$ cat config.mk
export PLATFORM = sky130hd
export DESIGN_NAME = pipe_control_unit_flat
export DESIGN_NICKNAME = d
export VERILOG_FILES = /design/src/rtl/pipe_control_unit_if.sv /design/src/rtl/pipe_control_unit.sv /design/src/flat_wrapper.sv
export SDC_FILE = /design/constraint.sdc
export NUM_CORES = 1
export LEC_CHECK = 0
export CAP_MARGIN = 20
export CORE_UTILIZATION = 28
export CTS_BUF_LIST = sky130_fd_sc_hd__clkbuf_8
export DETAILED_ROUTE_END_ITERATION = 6
export GPL_TIMING_DRIVEN = 0
export PLACE_DENSITY = 0.56
export SLEW_MARGIN = 25
export SYNTH_ARGS = -nofsm -noshare
export SYNTH_HDL_FRONTEND = slang
export SYNTH_SLANG_ARGS = --single-unit
export TNS_END_PERCENT = 10
$ cat constraint.sdc
create_clock -name clk_i -period 2.3 [get_ports clk_i]
set_input_delay 0.46 -clock clk_i [delete_from_list [all_inputs] [get_ports clk_i]]
set_output_delay 0.46 -clock clk_i [all_outputs]
set_load 0.01 [all_outputs]
$ cat src/rtl/pipe_control_unit_if.sv
// pipe_control_unit_if: ID-stage fields in, pipeline control bundle out.
// Ports: Op_i, valid_i, RS1addr_i, RS2addr_i, RDaddr_i, RegEqual_i, mem_ready_i (to the unit);
//        EX_* (ID/EX register), MEM_* (EX/MEM register), stall_o, flush_o, Branch_o,
//        illegal_o, mem_err_o (from the unit).
// slave is the control unit; master is the datapath side.
interface pipe_control_unit_if #(
    parameter int OP_W   = 7,
    parameter int REG_AW = 5
);
    logic [OP_W-1:0]   Op_i;
    logic              valid_i;
    logic [REG_AW-1:0] RS1addr_i;
    logic [REG_AW-1:0] RS2addr_i;
    logic [REG_AW-1:0] RDaddr_i;
    logic              RegEqual_i;
    logic              mem_ready_i;
    logic [1:0]        EX_ALUOp_o;
    logic              EX_ALUSrc_o;
    logic              EX_MemRead_o;
    logic              EX_MemWrite_o;
    logic              EX_RegWrite_o;
    logic              EX_MemToReg_o;
    logic [REG_AW-1:0] EX_RDaddr_o;
    logic              MEM_MemRead_o;
    logic              MEM_MemWrite_o;
    logic              MEM_RegWrite_o;
    logic              MEM_MemToReg_o;
    logic              stall_o;
    logic              flush_o;
    logic              Branch_o;
    logic              illegal_o;
    logic              mem_err_o;

    modport slave (
        input  Op_i, valid_i, RS1addr_i, RS2addr_i, RDaddr_i, RegEqual_i, mem_ready_i,
        output EX_ALUOp_o, EX_ALUSrc_o, EX_MemRead_o, EX_MemWrite_o, EX_RegWrite_o,
               EX_MemToReg_o, EX_RDaddr_o, MEM_MemRead_o, MEM_MemWrite_o, MEM_RegWrite_o,
               MEM_MemToReg_o, stall_o, flush_o, Branch_o, illegal_o, mem_err_o
    );

    modport master (
        output Op_i, valid_i, RS1addr_i, RS2addr_i, RDaddr_i, RegEqual_i, mem_ready_i,
        input  EX_ALUOp_o, EX_ALUSrc_o, EX_MemRead_o, EX_MemWrite_o, EX_RegWrite_o,
               EX_MemToReg_o, EX_RDaddr_o, MEM_MemRead_o, MEM_MemWrite_o, MEM_RegWrite_o,
               MEM_MemToReg_o, stall_o, flush_o, Branch_o, illegal_o, mem_err_o
    );
endinterface

$ cat src/rtl/pipe_control_unit.sv
// pipe_control_unit: registered RV32 opcode decode with load-use bubbles, beq flush and memory freeze.
// Ports: clk_i (rising edge), rst_i (async, active-low), bus (pipe_control_unit_if.slave)
//        carrying the ID-stage fields in and the EX/MEM control bundle, stall/flush/branch,
//        illegal and sticky mem_err flags out.
module pipe_control_unit #(
    parameter int OP_W        = 7,
    parameter int REG_AW      = 5,
    parameter int MEM_TIMEOUT = 16
) (
    input logic                clk_i,
    input logic                rst_i,
    pipe_control_unit_if.slave bus
);
    localparam int CW = $clog2(MEM_TIMEOUT + 1);

    typedef enum logic [1:0] {RUN, LU_STALL, MEM_WAIT} state_t;

    typedef struct packed {
        logic [1:0]        alu_op;
        logic              alu_src;
        logic              mem_rd;
        logic              mem_wr;
        logic              reg_wr;
        logic              mem_to_reg;
        logic [REG_AW-1:0] rd;
    } ctl_t;

    state_t        state_q, state_d;
    ctl_t          ex_q, ex_d, id_ctl;
    logic [3:0]    mem_q, mem_d;
    logic [CW-1:0] cnt_q, cnt_d;
    logic          err_q, err_d;
    logic          is_r, is_addi, is_lw, is_sw, is_beq, use_rs1, use_rs2, lu_hit, br;

    always_comb begin
        is_r    = bus.Op_i == OP_W'(7'b0110011);
        is_addi = bus.Op_i == OP_W'(7'b0010011);
        is_lw   = bus.Op_i == OP_W'(7'b0000011);
        is_sw   = bus.Op_i == OP_W'(7'b0100011);
        is_beq  = bus.Op_i == OP_W'(7'b1100011);
        // every legal opcode reads rs1, so this also marks a valid legal instruction
        use_rs1 = bus.valid_i && (is_r || is_addi || is_lw || is_sw || is_beq);
        use_rs2 = bus.valid_i && (is_r || is_sw || is_beq);
        id_ctl  = use_rs1 ? ctl_t'{alu_op: is_r ? 2'b10 : is_beq ? 2'b01 : 2'b00,
                                   alu_src: is_addi || is_lw || is_sw,
                                   mem_rd: is_lw, mem_wr: is_sw,
                                   reg_wr: is_r || is_addi || is_lw,
                                   mem_to_reg: is_lw, rd: bus.RDaddr_i} : ctl_t'('0);
        lu_hit  = ex_q.mem_rd && ex_q.rd != '0 &&
                  ((use_rs1 && bus.RS1addr_i == ex_q.rd) || (use_rs2 && bus.RS2addr_i == ex_q.rd));
    end

    // state_d is the mode of the current cycle; state_q remembers the previous one
    always_comb begin
        state_d = ((mem_q[3] || mem_q[2]) && !bus.mem_ready_i) ? MEM_WAIT :
                  (lu_hit && state_q != LU_STALL) ? LU_STALL : RUN;
        ex_d    = state_d == MEM_WAIT ? ex_q : state_d == LU_STALL ? ctl_t'('0) : id_ctl;
        mem_d   = state_d == MEM_WAIT ? mem_q : {ex_q.mem_rd, ex_q.mem_wr, ex_q.reg_wr, ex_q.mem_to_reg};
        cnt_d   = state_d != MEM_WAIT ? '0 : cnt_q == CW'(MEM_TIMEOUT) ? cnt_q : cnt_q + CW'(1);
        err_d   = err_q || cnt_d == CW'(MEM_TIMEOUT);
        br      = state_d == RUN && bus.valid_i && is_beq && bus.RegEqual_i;
    end

    always_ff @(posedge clk_i or negedge rst_i) begin
        if (!rst_i) begin
            state_q <= RUN;
            ex_q    <= '0;
            mem_q   <= '0;
            cnt_q   <= '0;
            err_q   <= 1'b0;
        end else begin
            state_q <= state_d;
            ex_q    <= ex_d;
            mem_q   <= mem_d;
            cnt_q   <= cnt_d;
            err_q   <= err_d;
        end
    end

    assign bus.EX_ALUOp_o    = ex_q.alu_op;
    assign bus.EX_ALUSrc_o   = ex_q.alu_src;
    assign bus.EX_MemRead_o  = ex_q.mem_rd;
    assign bus.EX_MemWrite_o = ex_q.mem_wr;
    assign bus.EX_RegWrite_o = ex_q.reg_wr;
    assign bus.EX_MemToReg_o = ex_q.mem_to_reg;
    assign bus.EX_RDaddr_o   = ex_q.rd;
    assign {bus.MEM_MemRead_o, bus.MEM_MemWrite_o, bus.MEM_RegWrite_o, bus.MEM_MemToReg_o} = mem_q;
    assign bus.stall_o       = state_d != RUN;
    assign bus.Branch_o      = br;
    assign bus.flush_o       = br;
    assign bus.illegal_o     = bus.valid_i && !use_rs1;
    assign bus.mem_err_o     = err_q;
endmodule

$ cat src/flat_wrapper.sv
// flat-port wrapper written by rule: the top's interface ports become plain ports
module pipe_control_unit_flat 
#(
    parameter int OP_W        = 7,
    parameter int REG_AW      = 5,
    parameter int MEM_TIMEOUT = 16
)
  (clk_i, rst_i, bus_Op_i, bus_valid_i, bus_RS1addr_i, bus_RS2addr_i, bus_RDaddr_i, bus_RegEqual_i, bus_mem_ready_i, bus_EX_ALUOp_o, bus_EX_ALUSrc_o, bus_EX_MemRead_o, bus_EX_MemWrite_o, bus_EX_RegWrite_o, bus_EX_MemToReg_o, bus_EX_RDaddr_o, bus_MEM_MemRead_o, bus_MEM_MemWrite_o, bus_MEM_RegWrite_o, bus_MEM_MemToReg_o, bus_stall_o, bus_flush_o, bus_Branch_o, bus_illegal_o, bus_mem_err_o);
  pipe_control_unit_if #(.OP_W(OP_W), .REG_AW(REG_AW)) bus_i ();
  input logic clk_i;
  input logic rst_i;
  input wire logic [$bits(bus_i.Op_i)-1:0] bus_Op_i;
  input wire logic [$bits(bus_i.valid_i)-1:0] bus_valid_i;
  input wire logic [$bits(bus_i.RS1addr_i)-1:0] bus_RS1addr_i;
  input wire logic [$bits(bus_i.RS2addr_i)-1:0] bus_RS2addr_i;
  input wire logic [$bits(bus_i.RDaddr_i)-1:0] bus_RDaddr_i;
  input wire logic [$bits(bus_i.RegEqual_i)-1:0] bus_RegEqual_i;
  input wire logic [$bits(bus_i.mem_ready_i)-1:0] bus_mem_ready_i;
  output wire logic [$bits(bus_i.EX_ALUOp_o)-1:0] bus_EX_ALUOp_o;
  output wire logic [$bits(bus_i.EX_ALUSrc_o)-1:0] bus_EX_ALUSrc_o;
  output wire logic [$bits(bus_i.EX_MemRead_o)-1:0] bus_EX_MemRead_o;
  output wire logic [$bits(bus_i.EX_MemWrite_o)-1:0] bus_EX_MemWrite_o;
  output wire logic [$bits(bus_i.EX_RegWrite_o)-1:0] bus_EX_RegWrite_o;
  output wire logic [$bits(bus_i.EX_MemToReg_o)-1:0] bus_EX_MemToReg_o;
  output wire logic [$bits(bus_i.EX_RDaddr_o)-1:0] bus_EX_RDaddr_o;
  output wire logic [$bits(bus_i.MEM_MemRead_o)-1:0] bus_MEM_MemRead_o;
  output wire logic [$bits(bus_i.MEM_MemWrite_o)-1:0] bus_MEM_MemWrite_o;
  output wire logic [$bits(bus_i.MEM_RegWrite_o)-1:0] bus_MEM_RegWrite_o;
  output wire logic [$bits(bus_i.MEM_MemToReg_o)-1:0] bus_MEM_MemToReg_o;
  output wire logic [$bits(bus_i.stall_o)-1:0] bus_stall_o;
  output wire logic [$bits(bus_i.flush_o)-1:0] bus_flush_o;
  output wire logic [$bits(bus_i.Branch_o)-1:0] bus_Branch_o;
  output wire logic [$bits(bus_i.illegal_o)-1:0] bus_illegal_o;
  output wire logic [$bits(bus_i.mem_err_o)-1:0] bus_mem_err_o;
  assign bus_i.Op_i = bus_Op_i;
  assign bus_i.valid_i = bus_valid_i;
  assign bus_i.RS1addr_i = bus_RS1addr_i;
  assign bus_i.RS2addr_i = bus_RS2addr_i;
  assign bus_i.RDaddr_i = bus_RDaddr_i;
  assign bus_i.RegEqual_i = bus_RegEqual_i;
  assign bus_i.mem_ready_i = bus_mem_ready_i;
  assign bus_EX_ALUOp_o = bus_i.EX_ALUOp_o;
  assign bus_EX_ALUSrc_o = bus_i.EX_ALUSrc_o;
  assign bus_EX_MemRead_o = bus_i.EX_MemRead_o;
  assign bus_EX_MemWrite_o = bus_i.EX_MemWrite_o;
  assign bus_EX_RegWrite_o = bus_i.EX_RegWrite_o;
  assign bus_EX_MemToReg_o = bus_i.EX_MemToReg_o;
  assign bus_EX_RDaddr_o = bus_i.EX_RDaddr_o;
  assign bus_MEM_MemRead_o = bus_i.MEM_MemRead_o;
  assign bus_MEM_MemWrite_o = bus_i.MEM_MemWrite_o;
  assign bus_MEM_RegWrite_o = bus_i.MEM_RegWrite_o;
  assign bus_MEM_MemToReg_o = bus_i.MEM_MemToReg_o;
  assign bus_stall_o = bus_i.stall_o;
  assign bus_flush_o = bus_i.flush_o;
  assign bus_Branch_o = bus_i.Branch_o;
  assign bus_illegal_o = bus_i.illegal_o;
  assign bus_mem_err_o = bus_i.mem_err_o;
  pipe_control_unit #(.OP_W(OP_W), .REG_AW(REG_AW), .MEM_TIMEOUT(MEM_TIMEOUT)) u_core (.clk_i(clk_i), .rst_i(rst_i), .bus(bus_i));
endmodule
==> results of run 1 <==
-- logic make-up (layout without fill, tap and decap cells) --
family                     count (synthesis)  after routing  share of synthesized area
and+or+nand+nor                           60             60                     0.2556
DFF                                       22             22                     0.4706
AOI/OAI and AO/OA                         16             16                    0.09412
xor gates and xnor gates                  13             13                    0.09733
buffers and inverters                     11             68                    0.05133
adders and majority gates                  2              2                    0.02139
muxes                                      1              1                   0.009625
-- critical path, delay by kind of cell --
kind	cells	cell delay [ps]
buffers and inverters	3	470
and+or+nand+nor	5	1030
-- worst paths after layout --
kind	from	endpoint	slack, ps	cells after the start
setup / recovery	bus_Op_i[2]	bus_flush_o	-120	8
hold reg to reg	u_core.bus.mem_err_o	u_core.bus.mem_err_o	480	1
max in group asynchronous	rst_i	u_core.bus.EX_RDaddr_o[2]	1800	1
hold / removal	rst_i	u_core.bus.EX_MemWrite_o	140	1
setup reg to reg	u_core.bus.EX_RDaddr_o[2]	u_core.bus.EX_RegWrite_o	310	7
min in group clk_i	u_core.bus.mem_err_o	u_core.bus.mem_err_o	480	1
-- where the power goes --
part           switching (mW)  internal (mW)  total, mW
registers             0.00141          0.388      0.389
logic                  0.0368         0.0552     0.0919
clock network           0.137          0.233      0.369
-- cells in the final DEF (no fill, tap or decap), drive strengths merged, types with 3 or more instances in the layout --
cell           instances
clkdlybuf4s50         36
o21ai                  9
nand3                 11
xnor2                 11
inv                    5
o41ai                  3
buf                   14
dlygate4sd2            7
nor2                   9
nand2                 25
dfrtp                 22
clkbuf                 5
-- flip-flops by register name (all words and copies together), names as in the netlist --
register / count
u_core.bus.EX_RDaddr_o: 5
u_core.cnt_q: 5
u_core.mem_q: 3
u_core.bus.EX_ALUOp_o: 2
u_core.state_q: 2
u_core.bus.EX_ALUSrc_o: 1
u_core.bus.EX_MemToReg_o: 1
u_core.bus.EX_MemWrite_o: 1
u_core.bus.EX_RegWrite_o: 1
u_core.bus.mem_err_o: 1
-- through the flow --
stage	setup TNS [ps]	area (um^2)	total power [mW]
final	-216.4	1849	0.8507
after global routing	-472.5	1849	0.8853
after CTS	-277.9	1836	0.8569
after detailed placement	-3547	1703	0.4871
after global placement	-3244	1703	0.4856
after floorplan	0	1170	0.4199
-- repair_timing --
action	CTS	global route
buffers inserted	7	0
endpoints found under the setup margin	4	4
pin swaps	9	2
gates resized for setup	31	5
-- layout make-up --
cell class,count,area [um^2],share of cell area
buffer,5,30.03,0.01624
sequential,22,553.0,0.2991
inverter,5,18.77,0.01015
tap,50,62.56,0.03383
clock inverter,1,30.03,0.01624
multi-input combinational,92,613.1,0.3315
timing repair buffer,54,500.5,0.2706
clock buffer,3,41.29,0.02233
-- per-layer routing --
metal | GRT usage | wire length [um]
met4 | 0.07713 | 70
met1 | 0.2023 | 1440
met2 | 0.2361 | 1554
met3 | 0.01027 | 80
met5 | 0 | 0
==> key figures, run 1 <==
Yosys
  • Post-synth EDFFs: 0
  • Async set-reset flop share out of synthesis: 1.000
  • Post-synth top area share: 0.4706
  • Mapped Nets: 154
  • Yosys top cell by area: dfrtp_1
  • Synth warn: 0
  • Top cells by area, synth: dfrtp_1 (47%), xnor2_1 (8.2%), nand2_1 (8.0%)
  • Synth Cell Area: between 1000 and 1500 um^2
  • Most common cell in the netlist: nand2_1
  • Mapped Avg Cell Area: between 9 and 10 um^2
  • Post-synth top flop: dfrtp_1
  • Commonest cells in the netlist: nand2_1 (25), dfrtp_1 (22), nand3_1 (11), xnor2_1 (11)
  • #FFs+latches synth: 22
  • Synth unique cells: 32
  • Mapped Cells: 125
  • Seq/Total Area, Yosys: 0.4706

Cells and area
  • Fill count: 379
  • N_diodes: 0
  • Final Instance Count excl. Fillers: 232
  • P&R area growth vs syn: 58.07%
  • Post-layout util: 0.4623
  • Layout cell share with drive strength beyond 1: 0.2033
  • Nets: 212

STA
  • RSZ-0062 raised after global routing: true
  • Worst Clk Skew: 6.450 ps
  • Slew headroom: 0.6725
  • Max-slew violations: 0
  • Min Tclk post-route: 2417 ps
  • Final period util: 1.051
  • Worst hold margin: 143.5 ps
  • Slew @ Worst Pin: 491.2 ps
  • Fmax: 0.4138 GHz
  • # setup viols final: 3
  • Final hold violations: 0
  • Final WS setup: -116.9 ps

Power
  • Static Leak: slightly below 0.8 nW
  • PwrDens: 460.0 nW/um^2
  • Maximum vdd drop: between 0.0002 and 0.00025 V

Detailed routing
  • DRT iter0 DRCs: 31
  • Post-route ant nets: 0
  • Vias: approximately 1,100
  • Via-to-Cell Ratio: between 4 and 5
  • WL/cell: around 14 um
  • Routed WL: 3.146 mm
  • DRC violations left: 0
  • Drt first pass iters: 4

Floorplan
  • Chip height: 66.64 um
  • I/O pin total: 48
  • Row count: 23
  • Total die area: 4441 um^2
  • Core area: 4000 um^2
  • Die width: 66.64 um
  • Initial core utilization: 0.2925

Place
  • Setup WS pre-CTS: -946.8 ps
  • Port buffer count: 47
  • GPL Wtd Cong: 0.7554
  • Post-DP HPWL: approximately 2.3 mm
  • Cells after DPL: 222

Global route
  • Total congestion overflow: 0
  • Number of global-route vias before repair: 1,041
  • Largest net degree at the start of global routing: 23
  • Initial antenna violation count: 0
  • First-pass GRT wire length: 4.933 mm
  • GR Util All Layers: 0.1493

Status
  • Status: finished, violations left
  • Failing checks: negative setup slack

Setup path
  • WP data arrival: slightly below 2000 ps
  • Crit path launch type: primary input
  • CP max stage cell: and4bb_2
  • Worst setup EP type: output port
  • Crit-path cells: dlygate4sd2_1, and4bb_2, nand2_2, nor4b_2, and2_4, nor3b_4, buf_4, buf_6
  • Data required, critical path: 1840 ps
  • Slowest stage delay, CP: ~350 ps
  • Crit Path Max Fanout: 4
  • Crit Path Class: in -> out

Hold path
  • HP Class: in -> async

CTS
  • Worst-path clk slew: approximately 90 ps
  • Root Buffer: clkbuf_8
  • TritonCTS Sinks: 22
  • CTS tree: built
  • CTS max path bufs: 2
  • Cts hold-fix bufs: 0
  • TritonCTS Buffers: 3
  • Worst-Skew Late Latency: 270 ps
  • H-tree levels: 1

Flow run
  • MaxCap Viol Count: 0
Note: power is estimated with default switching activity, not from simulation.
==> run 2: changes to the inputs <==
- CTS_CLUSTER_DIAMETER: unset -> 80
- PLACE_DENSITY: 0.56 -> 0.65
==> run 2 against run 1 <==
The flow still finishes with violations (negative setup slack). Cell count is 0.43% higher. Routed wire length is 2.6% higher. Global-route usage is 0.97 points higher. Via count is 2.1% higher. Total power is 15% lower. Final area is 0.34% lower. Combinational power is 2.2% higher. Critical path depth is 1 lower. Non-clock buffer count is 2 higher. Count of clock-buffer cells in the layout stayed put. Die area stayed put.
==> key figures, run 2 (synthesized netlist as in run 1, its figures left out) <==
Setup path
  • Crit Path Max Fanout: 4 (unchanged)
  • Slowest stage delay, CP: 540 ps (was 350 ps)
  • Crit-path cells: or4_4, nor2_4, nor4b_4, and2_4, nor3b_4, buf_4, buf_6 (was dlygate4sd2_1, and4bb_2, nand2_2, nor4b_2, and2_4, nor3b_4, buf_4, buf_6)
  • Crit path launch type: flip-flop (was primary input)
  • WP data arrival: 1950 ps (was 1960 ps)
  • Crit Path Class: reg -> out (was in -> out)
  • Worst setup EP type: output port (unchanged)
  • CP max stage cell: or4_4 (was and4bb_2)
  • Data required, critical path: 1840 ps (about the same)

CTS
  • H-tree levels: 1 (unchanged)
  • CTS tree: built (unchanged)
  • CTS max path bufs: 2 (unchanged)
  • TritonCTS Buffers: 3 (unchanged)
  • Cts hold-fix bufs: 0 (unchanged)
  • TritonCTS Sinks: 22 (unchanged)
  • Worst-Skew Late Latency: 260 ps (was 270 ps)
  • Root Buffer: clkbuf_8 (unchanged)
  • Worst-path clk slew: 80 ps (was 90 ps)

Power
  • Sw Ratio: 0.2239 (was 0.2055)
  • Net Sw Power: 0.1618 mW (was 0.1748 mW)
  • Static Leak: 0.7976 nW (was 0.7862 nW)
  • PwrDens: 392.2 nW/um^2 (was 460.0 nW/um^2)
  • Maximum vdd drop: 0.0001852 V (was 0.0002321 V)
  • Sequential Power Share: 0.539 (was 0.458)
  • Clk network pwr share: 0.331 (was 0.434)
  • Int Pwr: 0.5609 mW (was 0.6758 mW)
  • Power, Total: 0.7227 mW (was 0.8507 mW)
  • Comb pwr share: 0.130 (was 0.108)

Place
  • GPL Wtd Cong: 0.7101 (was 0.7554)
  • Port buffer count: 47 (unchanged)
  • Post-DP HPWL: 2.283 mm (was 2.281 mm)
  • Placed cell area: 1703 um^2 (unchanged)

Cells and area
  • Fill count: 390 (was 379)
  • Fin area: 1843 um^2 (was 1849 um^2)
  • Multi-input gate area: 619.3 um^2 (was 613.1 um^2)
  • Most frequent cells in the layout: clkdlybuf4s50_1 (35), nand2_1 (23), dfrtp_1 (20) (was clkdlybuf4s50_1 (36), nand2_1 (23), dfrtp_1 (20), xnor2_1 (11), nand3_1 (11))
  • P&R area growth vs syn: 57.54% (was 58.07%)
  • Layout cell share with drive strength beyond 1: 0.2022 (was 0.2033)
  • N_diodes: 0 (unchanged)
  • Commonest non-fill, non-tap cell in the layout: clkdlybuf4s50_1 (unchanged)
  • Nets: 214 (was 212)
  • FF+latch area: 553.0 um^2 (unchanged)

Status
  • Failing checks: negative setup slack (unchanged)
  • Status: finished, violations left (unchanged)

STA
  • # setup viols final: 3 (unchanged)
  • Final period util: 1.049 (was 1.051)
  • Max-slew violations: 0 (unchanged)
  • Worst Clk Skew: 1.762 ps (was 6.450 ps)
  • Final hold violations: 0 (unchanged)
  • Final TNS setup: -224.7 ps (was -216.4 ps)
  • RSZ-0062 raised after global routing: true (unchanged)
  • Min Tclk post-route: 2414 ps (was 2417 ps)
  • Fmax: 0.4143 GHz (was 0.4138 GHz)
  • Final WS setup: -113.5 ps (was -116.9 ps)
  • Slew headroom: 0.6708 (was 0.6725)
  • Slew @ Worst Pin: 493.8 ps (was 491.2 ps)

Global route
  • Largest net degree at the start of global routing: 23 (unchanged)
  • Total congestion overflow: 0 (unchanged)
  • Initial antenna violation count: 0 (unchanged)
  • First-pass GRT wire length: 5.202 mm (was 4.933 mm)
  • GR Util All Layers: 0.1590 (was 0.1493)
  • Number of global-route vias before repair: 1,173 (was 1,041)

Detailed routing
  • Via-to-Cell Ratio: 4.798 (was 4.720)
  • DRT iter0 DRCs: 15 (was 31)
  • Post-route ant nets: 0 (unchanged)
  • WL/cell: 13.86 um (was 13.56 um)
  • Vias: 1,118 (was 1,095)
  • Routed WL: 3.229 mm (was 3.146 mm)
  • Drt first pass iters: 4 (unchanged)
  • DRC violations left: 0 (unchanged)

Floorplan
  • Total die area: 4441 um^2 (unchanged)
  • Initial core utilization: 0.2925 (unchanged)
  • Die width: 66.64 um (unchanged)
  • Row count: 23 (unchanged)
  • Chip height: 66.64 um (unchanged)
  • Core area: 4000 um^2 (unchanged)
  • I/O pin total: 48 (unchanged)

Flow run
  • MaxCap Viol Count: 0 (unchanged)

Hold path
  • HP Class: in -> async (unchanged)
-- run 2: cell type report --
class,instances,share of cell area
flip-flops and latches,22,0.3001
inverters,5,0.01018
multi-input cells,92,0.3360
clock buffers,3,0.02240
repair buffers,56,0.2811
plain buffers,5,0.01629
well taps,50,0.03394
-- run 2: per-layer routing --
metal / vias to the layer above / part of all wire / global-route usage
met1: 537 / 0.44 / 0.1888
met2: 40 / 0.48 / 0.2702
li1: 536 / - / -
met5: - / 0 / 0
met3: 5 / 0.058 / 0.02740
met4: 0 / 0.020 / 0.08511
-- run 2: path summary, 6_finish.rpt --
check / from / to / slack (ps) / cells past startpoint
max: u_core.bus.EX_RDaddr_o[3] / bus_flush_o / -110 / 7
min: rst_i / u_core.cnt_q[1] / 150 / 1
max reg2reg: u_core.bus.EX_RDaddr_o[3] / u_core.bus.EX_RegWrite_o / 290 / 7
min reg2reg: u_core.bus.mem_err_o / u_core.bus.mem_err_o / 470 / 1
max in group asynchronous: rst_i / u_core.bus.EX_RDaddr_o[0] / 1790 / 1
min in group clk_i: u_core.bus.mem_err_o / u_core.bus.mem_err_o / 470 / 1
-- run 2: repair_timing --
action / CTS / global route
pin swaps: 9 / 1
endpoints found under the setup margin: 4 / 3
buffers inserted: 9 / 0
hold endpoints to repair: 0 / 0
gates resized for setup: 38 / 0
cloned: 0 / 0
-- run 2: worst max-delay path: cells and delay by family (launching register included) --
kind / cells / cell delay, ps
buf+inv: 2 / 220
flops: 1 / 410
simple gates: 5 / 1050
-- run 2: per-stage QoR --
| stage | hold WS, ps | utilization | setup WS, ps | cells |
|---|---|---|---|---|
| after global routing | 186.4 | 0.4607 | -182.9 | 233 |
| after CTS | 479.7 | 0.4620 | -146.0 | 233 |
| after floorplan | 164.4 | - | 3.265 | 125 |
| final | 149.0 | 0.4607 | -113.5 | 233 |
| after detailed placement | 461.8 | 0.4257 | -907.3 | 222 |
| after global placement | 460.5 | 0.4257 | -873.0 | 222 |
-- run 2: power groups by stage --
stage	clock network, mW	registers (mW)	logic (mW)
CTS	0.244	0.389	0.0952
detailed placement	0	0.397	0.0888
global route	0.259	0.390	0.101
floorplan	0	0.398	0.0221
finish	0.240	0.389	0.0939
global placement	0	0.397	0.0868
